<file path="config.mk">
export PLATFORM = sky130hd
export DESIGN_NAME = sb_at_rsp_tx_flat
export DESIGN_NICKNAME = d
export VERILOG_FILES = /design/src/rtl/sb_at_rsp_tx_if.sv /design/src/rtl/sb_at_rsp_tx.sv /design/src/flat_wrapper.sv
export SDC_FILE = /design/constraint.sdc
export NUM_CORES = 1
export LEC_CHECK = 0
export ABC_CLOCK_PERIOD_IN_PS = 2560
export BUFFER_PORTS_ARGS = -buffer_cell sky130_fd_sc_hd__buf_2
export CORE_ASPECT_RATIO = 1.75
export CORE_MARGIN = 2
export CORE_UTILIZATION = 23
export DETAILED_ROUTE_END_ITERATION = 6
export PLACE_DENSITY = 0.4
export SYNTH_ARGS = -nofsm -noshare
export SYNTH_HDL_FRONTEND = slang
export SYNTH_SLANG_ARGS = --single-unit
</file>
<file path="constraint.sdc">
create_clock -name sb_clk -period 2.56 [get_ports sb_clk]
set_input_delay 0.256 -clock sb_clk [delete_from_list [all_inputs] [get_ports sb_clk]]
set_output_delay 0.256 -clock sb_clk [all_outputs]
set_load 0.01 [all_outputs]
</file>
<file path="src/rtl/sb_at_rsp_tx_if.sv">
// Response-request and symbol-stream signals between the decoder, sb_at_rsp_tx and the sideband serializer.
// slave = the transmitter; master = the request source plus serializer side.
interface sb_at_rsp_tx_if;
  logic        tdisconnect;
  logic        rsp_req;
  logic        rsp_write;
  logic [7:0]  rsp_address;
  logic [23:0] rsp_data;
  logic        sym_ready;
  logic [9:0]  sbtx;
  logic        sym_valid;
  logic        rsp_busy;
  logic        rsp_done;

  modport master (
    output tdisconnect, rsp_req, rsp_write, rsp_address, rsp_data, sym_ready,
    input  sbtx, sym_valid, rsp_busy, rsp_done
  );

  modport slave (
    input  tdisconnect, rsp_req, rsp_write, rsp_address, rsp_data, sym_ready,
    output sbtx, sym_valid, rsp_busy, rsp_done
  );
endinterface

</file>
<file path="src/rtl/sb_at_rsp_tx.sv">
// Sideband AT-response transmitter: frames one response as DLE STX ADDR CMD [D0..D2] CRC_L CRC_H DLE ETX.
// Defining SB_DLE_STUFF_EN inserts an extra DLE after any ADDR/CMD/DATA/CRC byte equal to DLE_SYMBOL.
module sb_at_rsp_tx #(
  parameter logic [7:0]  DLE_SYMBOL = 8'hFE,
  parameter logic [7:0]  STX_RSP    = 8'h04,
  parameter logic [7:0]  ETX_SYMBOL = 8'h40,
  parameter logic [15:0] CRC_POLY   = 16'h8005,
  parameter logic [15:0] CRC_INIT   = 16'hFFFF
) (
  input  logic          sb_clk,
  input  logic          rst,
  sb_at_rsp_tx_if.slave bus
);

  typedef enum logic [3:0] {
    ST_IDLE    = 4'd0,
    ST_SOF_DLE = 4'd1,
    ST_STX     = 4'd2,
    ST_ADDR    = 4'd3,
    ST_CMD     = 4'd4,
    ST_DATA    = 4'd5,
    ST_CRC     = 4'd6,
    ST_EOF_DLE = 4'd7,
    ST_ETX     = 4'd8
`ifdef SB_DLE_STUFF_EN
    , ST_STUFF = 4'd9
`endif
  } state_e;

  localparam logic [9:0] IDLE_LINE = 10'h3FF;

  state_e      state_q, state_d;
  logic [1:0]  cnt_q, cnt_d;
  logic [15:0] crc_q, crc_d;
  logic [7:0]  addr_q, addr_d;
  logic        write_q, write_d;
  logic [23:0] data_q, data_d;
  logic [9:0]  sbtx_q, sbtx_d;
  logic        valid_q, valid_d;
  logic        busy_q, busy_d;
  logic        done_q, done_d;
`ifdef SB_DLE_STUFF_EN
  state_e      ret_state_q, ret_state_d;
  logic [1:0]  ret_cnt_q, ret_cnt_d;
`endif
  state_e      nxt_state_s;
  logic [1:0]  nxt_cnt_s;
  logic        hs_s;
  logic [7:0]  cur_byte_s;
  logic [7:0]  sym_byte_s;

  // CRC-16, MSB of the byte first, no reflection
  function automatic logic [15:0] crc16_byte(input logic [15:0] crc, input logic [7:0] b);
    logic [15:0] c;
    c = crc;
    for (int i = 7; i >= 0; i--) begin
      if (c[15] ^ b[i]) begin
        c = {c[14:0], 1'b0} ^ CRC_POLY;
      end else begin
        c = {c[14:0], 1'b0};
      end
    end
    return c;
  endfunction

  function automatic logic [7:0] frame_byte(input state_e st, input logic [1:0] cnt,
                                            input logic [7:0] addr, input logic wr,
                                            input logic [23:0] data, input logic [15:0] crc);
    logic [7:0] b;
    case (st)
      ST_SOF_DLE: b = DLE_SYMBOL;
      ST_STX:     b = STX_RSP;
      ST_ADDR:    b = addr;
      ST_CMD:     b = wr ? {1'b1, 7'd0} : {1'b0, 7'd3};
      ST_DATA: begin
        case (cnt)
          2'd0:    b = data[7:0];
          2'd1:    b = data[15:8];
          default: b = data[23:16];
        endcase
      end
      ST_CRC:     b = (cnt == 2'd0) ? crc[7:0] : crc[15:8];
      ST_EOF_DLE: b = DLE_SYMBOL;
      ST_ETX:     b = ETX_SYMBOL;
`ifdef SB_DLE_STUFF_EN
      ST_STUFF:   b = DLE_SYMBOL;
`endif
      default:    b = 8'hFF;
    endcase
    return b;
  endfunction

  // Next-state, request latch and running CRC; the byte being handshaken is the registered symbol
  always_comb begin
    state_d     = state_q;
    cnt_d       = cnt_q;
    crc_d       = crc_q;
    addr_d      = addr_q;
    write_d     = write_q;
    data_d      = data_q;
    done_d      = 1'b0;
    nxt_state_s = state_q;
    nxt_cnt_s   = cnt_q;
`ifdef SB_DLE_STUFF_EN
    ret_state_d = ret_state_q;
    ret_cnt_d   = ret_cnt_q;
`endif
    hs_s       = valid_q & bus.sym_ready;
    cur_byte_s = sbtx_q[8:1];

    if (bus.tdisconnect) begin
      state_d = ST_IDLE;
      cnt_d   = 2'd0;
    end else if (state_q == ST_IDLE) begin
      if (bus.rsp_req) begin
        addr_d  = bus.rsp_address;
        write_d = bus.rsp_write;
        data_d  = bus.rsp_data;
        crc_d   = CRC_INIT;
        state_d = ST_SOF_DLE;
        cnt_d   = 2'd0;
      end else begin
        state_d = ST_IDLE;
      end
    end else if (hs_s) begin
      nxt_cnt_s = 2'd0;
      case (state_q)
        ST_SOF_DLE: nxt_state_s = ST_STX;
        ST_STX: begin
          crc_d       = crc16_byte(crc_q, cur_byte_s);
          nxt_state_s = ST_ADDR;
        end
        ST_ADDR: begin
          crc_d       = crc16_byte(crc_q, cur_byte_s);
          nxt_state_s = ST_CMD;
        end
        ST_CMD: begin
          crc_d       = crc16_byte(crc_q, cur_byte_s);
          nxt_state_s = write_q ? ST_CRC : ST_DATA;
        end
        ST_DATA: begin
          crc_d = crc16_byte(crc_q, cur_byte_s);
          if (cnt_q == 2'd2) begin
            nxt_state_s = ST_CRC;
          end else begin
            nxt_state_s = ST_DATA;
            nxt_cnt_s   = cnt_q + 2'd1;
          end
        end
        ST_CRC: begin
          if (cnt_q == 2'd1) begin
            nxt_state_s = ST_EOF_DLE;
          end else begin
            nxt_state_s = ST_CRC;
            nxt_cnt_s   = cnt_q + 2'd1;
          end
        end
        ST_EOF_DLE: nxt_state_s = ST_ETX;
        ST_ETX: begin
          nxt_state_s = ST_IDLE;
          done_d      = 1'b1;
        end
`ifdef SB_DLE_STUFF_EN
        ST_STUFF: begin
          nxt_state_s = ret_state_q;
          nxt_cnt_s   = ret_cnt_q;
        end
`endif
        default: nxt_state_s = ST_IDLE;
      endcase

`ifdef SB_DLE_STUFF_EN
      // The stuffed DLE remembers where the frame resumes, including a mid-field counter
      if ((state_q == ST_ADDR || state_q == ST_CMD || state_q == ST_DATA || state_q == ST_CRC)
          && cur_byte_s == DLE_SYMBOL) begin
        state_d     = ST_STUFF;
        cnt_d       = 2'd0;
        ret_state_d = nxt_state_s;
        ret_cnt_d   = nxt_cnt_s;
      end else begin
        state_d = nxt_state_s;
        cnt_d   = nxt_cnt_s;
      end
`else
      state_d = nxt_state_s;
      cnt_d   = nxt_cnt_s;
`endif
    end else begin
      state_d = state_q;
    end
  end

  // Symbol for the next cycle, encoded from the next state so every output leaves a flop
  always_comb begin
    sym_byte_s = frame_byte(state_d, cnt_d, addr_d, write_d, data_d, crc_d);
    busy_d     = (state_d != ST_IDLE);
    valid_d    = busy_d;
    if (busy_d) begin
      sbtx_d = {1'b1, sym_byte_s, 1'b0};
    end else begin
      sbtx_d = IDLE_LINE;
    end
  end

  // State and output registers with synchronous active-low reset
  always_ff @(posedge sb_clk) begin
    if (!rst) begin
      state_q     <= ST_IDLE;
      cnt_q       <= 2'd0;
      crc_q       <= CRC_INIT;
      addr_q      <= 8'd0;
      write_q     <= 1'b0;
      data_q      <= 24'd0;
      sbtx_q      <= IDLE_LINE;
      valid_q     <= 1'b0;
      busy_q      <= 1'b0;
      done_q      <= 1'b0;
`ifdef SB_DLE_STUFF_EN
      ret_state_q <= ST_IDLE;
      ret_cnt_q   <= 2'd0;
`endif
    end else begin
      state_q     <= state_d;
      cnt_q       <= cnt_d;
      crc_q       <= crc_d;
      addr_q      <= addr_d;
      write_q     <= write_d;
      data_q      <= data_d;
      sbtx_q      <= sbtx_d;
      valid_q     <= valid_d;
      busy_q      <= busy_d;
      done_q      <= done_d;
`ifdef SB_DLE_STUFF_EN
      ret_state_q <= ret_state_d;
      ret_cnt_q   <= ret_cnt_d;
`endif
    end
  end

  assign bus.sbtx      = sbtx_q;
  assign bus.sym_valid = valid_q;
  assign bus.rsp_busy  = busy_q;
  assign bus.rsp_done  = done_q;

endmodule

</file>
<file path="src/flat_wrapper.sv">
// flat-port wrapper written by rule: the top's interface ports become plain ports
module sb_at_rsp_tx_flat 
#(
  parameter logic [7:0]  DLE_SYMBOL = 8'hFE,
  parameter logic [7:0]  STX_RSP    = 8'h04,
  parameter logic [7:0]  ETX_SYMBOL = 8'h40,
  parameter logic [15:0] CRC_POLY   = 16'h8005,
  parameter logic [15:0] CRC_INIT   = 16'hFFFF
)
  (sb_clk, rst, bus_tdisconnect, bus_rsp_req, bus_rsp_write, bus_rsp_address, bus_rsp_data, bus_sym_ready, bus_sbtx, bus_sym_valid, bus_rsp_busy, bus_rsp_done);
  sb_at_rsp_tx_if bus_i ();
  input  logic sb_clk;
  input  logic rst;
  input wire logic [$bits(bus_i.tdisconnect)-1:0] bus_tdisconnect;
  input wire logic [$bits(bus_i.rsp_req)-1:0] bus_rsp_req;
  input wire logic [$bits(bus_i.rsp_write)-1:0] bus_rsp_write;
  input wire logic [$bits(bus_i.rsp_address)-1:0] bus_rsp_address;
  input wire logic [$bits(bus_i.rsp_data)-1:0] bus_rsp_data;
  input wire logic [$bits(bus_i.sym_ready)-1:0] bus_sym_ready;
  output wire logic [$bits(bus_i.sbtx)-1:0] bus_sbtx;
  output wire logic [$bits(bus_i.sym_valid)-1:0] bus_sym_valid;
  output wire logic [$bits(bus_i.rsp_busy)-1:0] bus_rsp_busy;
  output wire logic [$bits(bus_i.rsp_done)-1:0] bus_rsp_done;
  assign bus_i.tdisconnect = bus_tdisconnect;
  assign bus_i.rsp_req = bus_rsp_req;
  assign bus_i.rsp_write = bus_rsp_write;
  assign bus_i.rsp_address = bus_rsp_address;
  assign bus_i.rsp_data = bus_rsp_data;
  assign bus_i.sym_ready = bus_sym_ready;
  assign bus_sbtx = bus_i.sbtx;
  assign bus_sym_valid = bus_i.sym_valid;
  assign bus_rsp_busy = bus_i.rsp_busy;
  assign bus_rsp_done = bus_i.rsp_done;
  sb_at_rsp_tx #(.DLE_SYMBOL(DLE_SYMBOL), .STX_RSP(STX_RSP), .ETX_SYMBOL(ETX_SYMBOL), .CRC_POLY(CRC_POLY), .CRC_INIT(CRC_INIT)) u_core (.sb_clk(sb_clk), .rst(rst), .bus(bus_i));
endmodule
</file>
**Word level (Yosys, flattened, before mapping)**

Index checks and enable logic that the tools add are counted.

- Reductions and logical operators: 6
- Muxes and demuxes: 176
- Add/subtract/negate cells: 1
- Bitwise operators: 61
- Equality and inequality tests: 19

Operators by type and width:

| operator | count |
|---|---|
| two-way mux 16 bit | 145 |
| NOT 3 bit | 29 |
| two-way mux 24 bit | 3 |
| case mux 16 bit (4 select lines) | 1 |
| case mux 8 bit (7 select lines) | 1 |
| two-way mux 8 bit | 5 |
| == test 4 x 3 -> 1 bit, second input constant | 8 |
| bitwise XOR 1 bit | 29 |
| case mux 4 bit (7 select lines) | 1 |
| == test 4 x 2 -> 1 bit, second input constant | 4 |
| two-way mux 2 bit | 8 |
| case mux 8 bit (2 select lines) | 1 |
| two-way mux 4 bit | 3 |
| == test 4 x 1 -> 1 bit, second input constant | 2 |
| == test 4 bit, second input constant | 2 |
| two-way mux 1 bit | 7 |
| == test 2 x 1 -> 1 bit, second input constant | 2 |
| logical NOT 4 bit | 1 |
| case mux 2 bit (2 select lines) | 1 |
| nonzero test 4 bit | 1 |
| OR reduction 4 bit | 1 |
| adder 2 x 1 -> 2 bit, second input constant | 1 |
| == test 2 bit, second input constant | 1 |
| logical NOT 2 bit | 1 |
| 4 further kinds | 5 |

- Output and inout port bits: 13
- Bits in registers: 67
- Bits of input ports: 38

**Longest topological paths before layout**

Gate-level depths: netlist (run 1).

- Word-level depth: 50
- Gate-level depth with buffers: 10

**Worst setup path after synthesis (run 1)**

Ideal clock, no wire load.

- Path type: register -> register
- Start point: register u_core.state_q[1]
- End point: register u_core.sbtx_q[2] (netlist: u_core.bus.sbtx[2])
- Path slack: 0.317 ns
- Library setup time: 0.143 ns
- Arrival: 2.099 ns
- Buffers on the path: 0
- Stages on the path, launching flop included: 8
- Required time: 2.417 ns
- Clock period less this slack: 2.243 ns
- Path through: dfxtp_1 > nor4_4 > mux2i_1 > a21oi_2 > nor2_1 > mux2_2 > o221ai_1 > nand4_1

- Cells in the longest elaborated chain, start to end: 8

RTL lines:

| what | RTL line | RTL |
|---|---|---|
| start: declaration | sb_at_rsp_tx.sv:32 | `state_e state_q, state_d;` |
| start signal: assignment | sb_at_rsp_tx.sv:223 | `state_q <= state_d;` |
| == test 4 x 3 -> 1 bit (tied with other cells) | sb_at_rsp_tx.sv:127 | `case (state_q)` |
| case mux 4 bit (7 select lines) / case mux 2 bit (2 select lines) (equally long branches) | sb_at_rsp_tx.sv:127 |  |
| two-way mux 4 bit / two-way mux 2 bit (equally long branches) | sb_at_rsp_tx.sv:125 | `end else if (hs_s) begin` |
| two-way mux 4 bit / two-way mux 2 bit (equally long branches) | sb_at_rsp_tx.sv:114 | `end else if (state_q == ST_IDLE) begin` |
| two-way mux 4 bit / two-way mux 2 bit (equally long branches) | sb_at_rsp_tx.sv:111 | `if (bus.tdisconnect) begin` |
| == test 4 x 1 -> 1 bit (tied with other cells) | sb_at_rsp_tx.sv:70 | `case (st)` |
| OR reduction 2 bit (no line) (tied with other cells) | - |  |
| case mux 8 bit (7 select lines) | sb_at_rsp_tx.sv:70 |  |
| end signal: assignment | sb_at_rsp_tx.sv:229 | `sbtx_q <= sbtx_d;` |
| end: declaration | sb_at_rsp_tx.sv:38 | `logic [9:0] sbtx_q, sbtx_d;` |

Several ways; a longest one is shown, not always the timed one.
A chain may end at the register's enable or synchronous reset.

**Final worst setup path (run 1)**

- Start point: register u_core.state_q[3]
- End point: register u_core.sbtx_q[6] (netlist: u_core.bus.sbtx[6])

The elaborated chain is that of the path after synthesis.

==> impl_metrics.env, run 1 <==
export IMPL_place_congestion=0.8246
export IMPL_hold_viol_final=0
export IMPL_syn_avg_cell_area_um2=9.180
export IMPL_synth_flop_cell="dfxtp_1"
export IMPL_clk_latency_ns=0.33
export IMPL_ioPinCount=51
export IMPL_postCtsHoldBufs=0
export IMPL_avgRoutedWirePerCell_um=17.17
export IMPL_leakage_nw=1.896
export IMPL_grt_pass1_wl_um=17800
export IMPL_cts_setup_buffers=0
export IMPL_antenna_found_initial=0
export IMPL_drc=0
export IMPL_ys_ff_latch=66
export IMPL_firstDrtPassIters=4
export IMPL_dieArea_mm2=0.01645
export IMPL_ys_warnings_count=0
export IMPL_crit_path_end_kind="register"
export IMPL_setup_violations_final=0
export IMPL_drv_slew=0
export IMPL_numPortBuffers=49
export IMPL_min_period_ns=2.420
export IMPL_max_cap_violations=0
export IMPL_grt_setup_unrepaired="yes"
export IMPL_pre_cts_slack_ns=-0.1591
export IMPL_path_cells="and2b_1 > a41oi_2 > a221o_1 > and3_1 > a22o_1 > buf_4 > o2111ai_1 > nand4_1"
export IMPL_clk_pin_slew_ns=0.06
export IMPL_vias=3121
export IMPL_finalCritPeriodShare=0.9455
export IMPL_netlist_instances=386
export IMPL_hpwl_um=8917
export IMPL_route_final_wire_length_um=11270
export IMPL_grt_pass1_vias=3241
export IMPL_grt_max_degree=33
export IMPL_timing_hold_ws_ns=0.1790
export IMPL_grt_overflow=0
export IMPL_synthTopCellsByCount="dfxtp_1 (66), nor2_1 (55), mux2i_1 (35), nand2_1 (28), xnor2_1 (14)"
export IMPL_cts_tree="built"
export IMPL_viasPerCell=4.758
export IMPL_cts_max_level=3
export IMPL_start_kind="register"
export IMPL_num_rows=60
export IMPL_drive_above_1_share=0.3191
export IMPL_path_buf_inv=1
export IMPL_crit_slowest_cell="a221o_1"
export IMPL_final_nets=503
export IMPL_fin_ws_ns=0.1395
export IMPL_track_usage=0.1393
export IMPL_die_y_um=168.2
export IMPL_fin_setup_tns_ns=0
export IMPL_crit_required_ns=2.76
export IMPL_worst_slew_pin_slew_ns=0.6420
export IMPL_outcome="finished clean"
export IMPL_die_x_um=97.83
export IMPL_path_delay_family="compound AO/OA/AOI/OAI gates"
export IMPL_syn_to_final_growth_pct=29.56
export IMPL_core_mm2=0.01524
export IMPL_synth_top_area_frac=0.3729
export IMPL_maxSlewHeadroom=0.5707
export IMPL_synthesis_area_mm2=0.003543
export IMPL_powerDensity_mw_per_mm2=624.8
export IMPL_postRouteAntennaNets=0
export IMPL_synth_edff_count=0
export IMPL_numCtsBuffers=9
export IMPL_hp_class="input pin to register"
export IMPL_worstPathMaxFanout=7
export IMPL_critical_path_max_stage_delay_ns=0.40
export IMPL_initial_core_util=0.2325
export IMPL_cts_sink_count=66
export IMPL_netlist_top_cells_area="dfxtp_1 (37%), mux2i_1 (9.9%), nor2_1 (5.8%), mux2_2 (3.5%), xnor2_1 (3.5%)"
export IMPL_yosys_area_top_type="dfxtp_1"
export IMPL_ys_types=65
export IMPL_arrival_ns=2.62
export IMPL_root_buffer="clkbuf_16"
export IMPL_synth_most_common_cell="dfxtp_1"
export IMPL_first_iter_violations=180
export IMPL_synth_fp_nets=424
export IMPL_n_antenna_cell=0
export IMPL_crit_type="register to register"
export IMPL_skew_ns=0.01316
export IMPL_max_freq_ghz=0.4131
export IMPL_clock_path_buffers=2
export IMPL_synthArstFlopShare=0
export IMPL_ys_seq_area_frac=0.3729
export IMPL_peakVddDrop_v=0.0004238
sequential cells by signal (all words and copies together) (netlist names):
name and flops:
u_core.addr_q 8, u_core.state_q 4, u_core.cnt_q 2, u_core.write_q 1, u_core.bus.rsp_done 1, u_core.crc_q 16
u_core.bus.sym_valid 1, u_core.bus.sbtx 9, u_core.data_q 24
power breakdown:
group	internal, mW	switching (mW)
Combinational	0.154	0.173
Sequential	1.06	0.0185
Clock	0.960	0.502
Total	2.17	0.693
per-layer routing:
metal	global-route usage	up-vias	routed length, um
li1	-	1545	-
met1	0.1430	1498	4223
met2	0.2749	58	6444
met3	0.01577	20	246
met4	0.06280	0	350
met5	0	-	0
worst min-delay path, cell delays in order:
cell,delay [ns]
buf_2,0.08
mux2i_1,0.07
nor2_1,0.08
worst paths after layout:
check | start | end | slack [ns] | cells past startpoint
setup / recovery | u_core.state_q[3] | u_core.bus.sbtx[6] | 0.14 | 8
hold / removal | bus_rsp_data[9] | u_core.data_q[9] | 0.18 | 3
setup reg to reg | u_core.state_q[3] | u_core.bus.sbtx[6] | 0.14 | 8
hold reg to reg | u_core.data_q[0] | u_core.data_q[0] | 0.49 | 2
what timing repair did:
item	4_1_cts	5_1_grt
resized for setup	3	9
endpoints found under the hold margin	0	0
endpoints found under the setup margin	7	8
cell families after synthesis:
group           Yosys count  synth area share
simple gates            148            0.2129
compound gates           71            0.1621
flops                    66            0.3729
mux                      46            0.1338
buf+inv                  31           0.05155
xor+xnor                 23           0.06568
other cells               1          0.001058
area by class of cell:
| cell class | instances | area [um2] |
|---|---|---|
| clock inverters | 7 | 125.1 |
| flip-flops and latches | 66 | 1329 |
| repair buffers | 92 | 580.6 |
| multi-input cells | 289 | 2072 |
| well taps | 186 | 232.7 |
| fillers | 1625 | 10650 |
| inverters | 7 | 26.28 |
| clock buffers | 9 | 225.2 |
layout by cell type, fill, tap and decap left out, drive strengths merged, types with 9 or more instances in the layout:
cell | netlist | final
and2 | 11 | 11
buf | 12 | 92
clkbuf | 12 | 9
dfxtp | 66 | 66
mux2 | 11 | 11
mux2i | 35 | 35
nand2 | 28 | 28
nor2 | 56 | 56
o21ai | 12 | 12
xnor2 | 16 | 16
per-stage QoR:
step           cells  power [mW]  cell area (um2)    util
6_report         656       2.868             4591  0.3012
5_1_grt          656       2.972             4591  0.3012
4_1_cts          656       2.893             4561  0.2993
3_5_place_dp     640       1.430             4200  0.2756
3_3_place_gp     640       1.429             4200  0.2756
2_1_floorplan    386       1.306             3543       -
(Power assumes the default switching activity.)
==> inputs of run 2 (changes only) <==
Settings changed: PLACE_DENSITY 0.4 to not set, PLACE_DENSITY_LB_ADDON set to 0.2.
==> run 2 against run 1 <==
Against the previous run: maximum frequency is 1.8% lower; highest routed layer unchanged; global-route usage increased by 0.19 points; register-to-register slack worse by 0.04 ns; total power down 3.5%.
==> impl_metrics.env, run 2 (synthesis gave the netlist of run 1 again) <==
export IMPL_n_antenna_cell=0
export IMPL_postRouteAntennaNets=0
export IMPL_initial_core_util=0.2325
export IMPL_clk_latency_ns=0.34
export IMPL_min_to="u_core.data_q[10]"
export IMPL_grt_pass1_vias=3262
export IMPL_track_usage=0.1412
export IMPL_firstDrtPassIters=4
export IMPL_powerDensity_mw_per_mm2=605.5
export IMPL_worst_hold_path_num_cells=3
export IMPL_vias=3090
export IMPL_place_congestion=0.8904
export IMPL_root_buffer="clkbuf_16"
export IMPL_path_delay_family="simple AND/OR/NAND/NOR gates"
export IMPL_post_route_util=0.2998
export IMPL_r2r_end="u_core.bus.sbtx[8]"
export IMPL_path_buf_inv=1
export IMPL_multi_input_area_mm2=0.002077
export IMPL_antenna_found_initial=0
export IMPL_numCtsBuffers=9
export IMPL_start_kind="register"
export IMPL_grt_max_degree=33
export IMPL_crit_slowest_cell="or4_1"
export IMPL_mostFrequentLayoutCell="dfxtp_1"
export IMPL_p_clk_frac=0.493
export IMPL_grt_pass1_wl_um=17530
export IMPL_route_final_wire_length_um=11260
export IMPL_fin_area_mm2=0.004569
export IMPL_max_cap_violations=0
export IMPL_num_rows=60
export IMPL_avgRoutedWirePerCell_um=17.17
export IMPL_crit_path_end_kind="register"
export IMPL_peakVddDrop_v=0.0003151
export IMPL_final_cell_mix="dfxtp_1 (62), nor2_1 (54), buf_2 (49), buf_4 (42), mux2i_1 (34)"
export IMPL_switchingPower_uw=692.3
export IMPL_path_cells="and2b_1 > buf_4 > and3_4 > o311a_4 > or4_1 > o32ai_2 > nor4_2 > o311ai_1"
export IMPL_hpwl_um=8981
export IMPL_max_freq_ghz=0.4058
export IMPL_numPortBuffers=49
export IMPL_drive_above_1_share=0.3213
export IMPL_fill_cells=1622
export IMPL_finalCritPeriodShare=0.9625
export IMPL_setup_violations_final=0
export IMPL_clock_path_buffers=2
export IMPL_drc=0
export IMPL_clk_pin_slew_ns=0.06
export IMPL_cts_setup_buffers=0
export IMPL_rr_startpoint="u_core.state_q[3]"
export IMPL_swShare=0.2502
export IMPL_postCtsHoldBufs=0
export IMPL_worstHoldStart="bus_rsp_data[10]"
export IMPL_drv_slew=0
export IMPL_r2r_slack_ns=0.1
export IMPL_core_mm2=0.01524
export IMPL_largest_reg_flops=24
export IMPL_p_int_mw=2.074
export IMPL_min_period_ns=2.464
export IMPL_outcome="finished clean"
export IMPL_first_iter_violations=153
export IMPL_register_area_mm2=0.001326
export IMPL_arrival_ns=2.67
export IMPL_hold_viol_final=0
export IMPL_rr_worst_depth=8
export IMPL_cts_tree="built"
export IMPL_crit_type="register to register"
export IMPL_cts_sink_count=66
export IMPL_leakage_nw=1.881
export IMPL_critical_path_max_stage_delay_ns=0.53
export IMPL_ioPinCount=51
export IMPL_worstPathMaxFanout=7
export IMPL_grt_overflow=0
export IMPL_final_nets=503
export IMPL_die_y_um=168.2
export IMPL_grt_setup_unrepaired="no"
export IMPL_dieArea_mm2=0.01645
export IMPL_viasPerCell=4.710
export IMPL_crit_required_ns=2.77
export IMPL_placed_area_mm2=0.004200
export IMPL_syn_to_final_growth_pct=28.95
export IMPL_cts_max_level=3
export IMPL_skew_ns=0.005873
export IMPL_comb_power_share=0.116
export IMPL_die_x_um=97.83
export IMPL_regMostFlops="u_core.data_q"
export IMPL_hp_class="input pin to register"
export IMPL_seqPwrFrac=0.391
run 2: changes by cell type in the layout (fill, tap and decap cells not counted), sizes merged:
cell      previous run  this run
clkinv               3         1
bufinv               3         2
inv                  8         9
clkinvlp             0         2
run 2: worst max path at each step:
stage | from | endpoint | slack, ns | cells after the start
2_1_floorplan | u_core.state_q[1] | u_core.bus.sbtx[2] | 0.32 | 7
3_3_place_gp | u_core.state_q[3] | u_core.bus.sbtx[8] | -0.15 | 8
3_5_place_dp | u_core.state_q[0] | u_core.bus.sbtx[8] | -0.15 | 9
4_1_cts | u_core.state_q[3] | u_core.bus.sbtx[8] | 0.03 | 9
5_1_grt | u_core.bus.sym_valid | u_core.bus.sbtx[8] | 0.002 | 9
6_report | u_core.state_q[3] | u_core.bus.sbtx[8] | 0.1 | 8
run 2: power groups by stage:
stage | Combinational (mW) | Clock [mW] | Sequential (mW)
finish | 0.322 | 1.36 | 1.08
global route | 0.349 | 1.44 | 1.08
CTS | 0.324 | 1.40 | 1.08
detailed placement | 0.322 | 0 | 1.10
global placement | 0.320 | 0 | 1.10
floorplan | 0.206 | 0 | 1.10
run 2: cell type report:
type	instances	area share
Sequential cell	66	0.2903
Inverter	7	0.005750
Timing Repair Buffer	92	0.1271
Tap cell	186	0.05093
Clock inverter	7	0.02218
Multi-Input combinational cell	289	0.4545
Clock buffer	9	0.04929
run 2: per-stage QoR:
stage / hold WS, ns / worst slack, ns / power (mW) / instances / setup TNS (ns)
floorplan: 0.4138 / 0.3172 / 1.306 / 386 / 0
global placement: 0.4691 / -0.1498 / 1.423 / 640 / -0.1498
detailed placement: 0.4860 / -0.1462 / 1.426 / 640 / -0.1462
CTS: 0.1600 / 0.03450 / 2.806 / 656 / 0
global route: 0.1731 / 0.002348 / 2.874 / 656 / 0
finish: 0.1714 / 0.09599 / 2.767 / 656 / 0
run 2: what timing repair did:
item / CTS / global route
resized for setup: 4 / 8
pin swaps: 1 / 0
setup endpoints to repair: 1 / 3
run 2: worst register-to-register path, cell delays in order, from the launching register on:
cell and delay, ns:
dfxtp_2 0.41, and2b_1 0.26, buf_4 0.15, and3_4 0.18, o311a_4 0.39, or4_1 0.53, o32ai_2 0.20, nor4_2 0.09
o311ai_1 0.14
run 2: routing by layer:
layer  up-vias  GRT usage  share of wire
met5         -          0              0
met2        56     0.2683           0.56
li1       1531          -              -
met4         0    0.09843          0.063
met1      1472     0.1323           0.35
met3        31    0.02698          0.027
==> inputs of run 3 (changes only) <==
--- a/config.mk
+++ b/config.mk
@@ -10,4 +10,5 @@
 export CORE_ASPECT_RATIO = 1.75
-export CORE_MARGIN = 2
+export CORE_MARGIN = 4
 export CORE_UTILIZATION = 23
+export CTS_CLUSTER_SIZE = 20
 export DETAILED_ROUTE_END_ITERATION = 6
==> constraint.sdc (replaced) <==
create_clock -name sb_clk -period 2.56 [get_ports sb_clk]
set_input_delay 0.128 -clock sb_clk [delete_from_list [all_inputs] [get_ports sb_clk]]
set_output_delay 0.128 -clock sb_clk [all_outputs]
set_load 0.01 [all_outputs]
==> run 3 against run 2 <==
Against the previous run: maximum frequency decreased by 0.15%; count of clock-buffer cells in the layout unchanged; total power decreased by 0.47%; hold slack got worse by 0.11 ns; core utilization increased by 0.34 points; first-iteration DRC count decreased by 49%; critical path type unchanged; critical endpoint is now u_core.bus.sbtx[3]; largest power group unchanged; highest routed layer unchanged.
==> impl_metrics.env, run 3 (synthesis gave the netlist of run 1 again) <==
export IMPL_outcome="finished clean"
export IMPL_viasPerCell=4.732
export IMPL_grt_overflow=0
export IMPL_arrival_ns=2.72
export IMPL_clk_pin_slew_ns=0.06
export IMPL_postCtsHoldBufs=0
export IMPL_powerDensity_mw_per_mm2=605.9
export IMPL_pre_cts_slack_ns=-0.1273
export IMPL_final_cell_mix="dfxtp_1 (63), nor2_1 (54), buf_2 (49), buf_4 (37), mux2i_1 (35)"
export IMPL_vias=3071
export IMPL_fin_ws_ns=0.09217
export IMPL_maxSlewHeadroom=0.6424
export IMPL_worst_slew_pin_slew_ns=0.5353
export IMPL_fill_cells=1605
export IMPL_leakage_nw=1.878
export IMPL_hold_viol_final=0
export IMPL_setup_violations_final=0
export IMPL_grt_pass1_vias=3190
export IMPL_dieArea_mm2=0.01753
export IMPL_crit_slowest_cell="dfxtp_1"
export IMPL_crit_required_ns=2.82
export IMPL_drv_slew=0
export IMPL_cts_sink_count=66
export IMPL_core_mm2=0.01499
export IMPL_initial_core_util=0.2365
export IMPL_firstDrtPassIters=4
export IMPL_first_iter_violations=78
export IMPL_n_antenna_cell=0
export IMPL_skew_ns=0.008904
export IMPL_postRouteAntennaNets=0
export IMPL_drive_above_1_share=0.3090
export IMPL_cts_setup_buffers=0
export IMPL_crit_type="register to register"
export IMPL_finalCritPeriodShare=0.9640
export IMPL_num_rows=59
export IMPL_antenna_found_initial=0
export IMPL_numCtsBuffers=9
export IMPL_ioPinCount=51
export IMPL_worstPathMaxFanout=6
export IMPL_min_period_ns=2.468
export IMPL_hpwl_um=8760
export IMPL_avgRoutedWirePerCell_um=17.15
export IMPL_critical_path_max_stage_delay_ns=0.41
export IMPL_regMostFlops="u_core.data_q"
export IMPL_route_final_wire_length_um=11130
export IMPL_path_delay_family="compound AO/OA/AOI/OAI gates"
export IMPL_root_buffer="clkbuf_16"
export IMPL_max_cap_violations=0
export IMPL_cts_resized=3
export IMPL_die_x_um=101.8
export IMPL_mostFrequentLayoutCell="dfxtp_1"
export IMPL_grt_max_degree=33
export IMPL_numPortBuffers=49
export IMPL_syn_to_final_growth_pct=28.25
export IMPL_crit_path_end_kind="register"
export IMPL_drc=0
export IMPL_path_buf_inv=1
export IMPL_place_congestion=0.8346
export IMPL_max_freq_ghz=0.4052
export IMPL_cts_max_level=3
export IMPL_final_nets=499
export IMPL_path_cells="and2b_1 > a41oi_2 > a221o_1 > and3_1 > buf_4 > a221oi_1 > a21boi_1 > o211ai_1"
export IMPL_peakVddDrop_v=0.0003673
export IMPL_dp_cells=633
export IMPL_start_kind="register"
export IMPL_timing_hold_ws_ns=0.05957
export IMPL_track_usage=0.1333
export IMPL_cts_tree="built"
export IMPL_grt_pass1_wl_um=17480
export IMPL_clock_path_buffers=2
export IMPL_stdcell_count=649
export IMPL_largest_reg_flops=24
export IMPL_die_y_um=172.2
export IMPL_hp_class="input pin to register"
export IMPL_clk_latency_ns=0.34
-- run 3: metrics by stage --
stage	cell area [um2]	power [mW]	TNS (ns)	util
CTS	4518	2.796	0	0.3015
finish	4544	2.754	0	0.3032
global placement	4179	1.420	-0.07113	0.2789
detailed placement	4179	1.421	-0.1273	0.2789
floorplan	3543	1.306	0	-
global route	4544	2.871	-0.005971	0.3032
-- run 3: worst paths after layout --
kind	startpoint	endpoint	slack, ns	cells past startpoint
worst min-delay path	bus_rsp_data[8]	u_core.data_q[8]	0.06	3
worst min register to register	u_core.data_q[6]	u_core.data_q[6]	0.49	2
worst max register to register	u_core.state_q[3]	u_core.bus.sbtx[3]	0.09	8
worst max-delay path	u_core.state_q[3]	u_core.bus.sbtx[3]	0.09	8
-- run 3: power breakdown --
group / switching, mW / total [mW] / leakage [nW] / internal [mW]
Sequential: 0.0181 / 1.08 / 0.539 / 1.06
Combinational: 0.170 / 0.318 / 1.18 / 0.148
Clock: 0.493 / 1.36 / 0.161 / 0.862
-- run 3: worst min-delay path, stage by stage --
cell,delay [ns]
buf_2,0.08
mux2i_1,0.07
nor2_1,0.08
-- run 3: cell type report --
cell class / instances / area (um2) / share of cell area
clock buffer: 9 / 225.2 / 0.04956
clock inverter: 7 / 102.6 / 0.02258
inverter: 7 / 26.28 / 0.005782
multi-input combinational: 289 / 2073 / 0.4562
sequential: 66 / 1325 / 0.2916
tap: 183 / 229.0 / 0.05039
timing repair buffer: 88 / 563.0 / 0.1239
-- run 3: per-layer routing --
metal | GRT usage | share of wire
met2 | 0.2560 | 0.57
met5 | 0 | 0
met1 | 0.1354 | 0.38
met4 | 0.05997 | 0.027
met3 | 0.02624 | 0.023
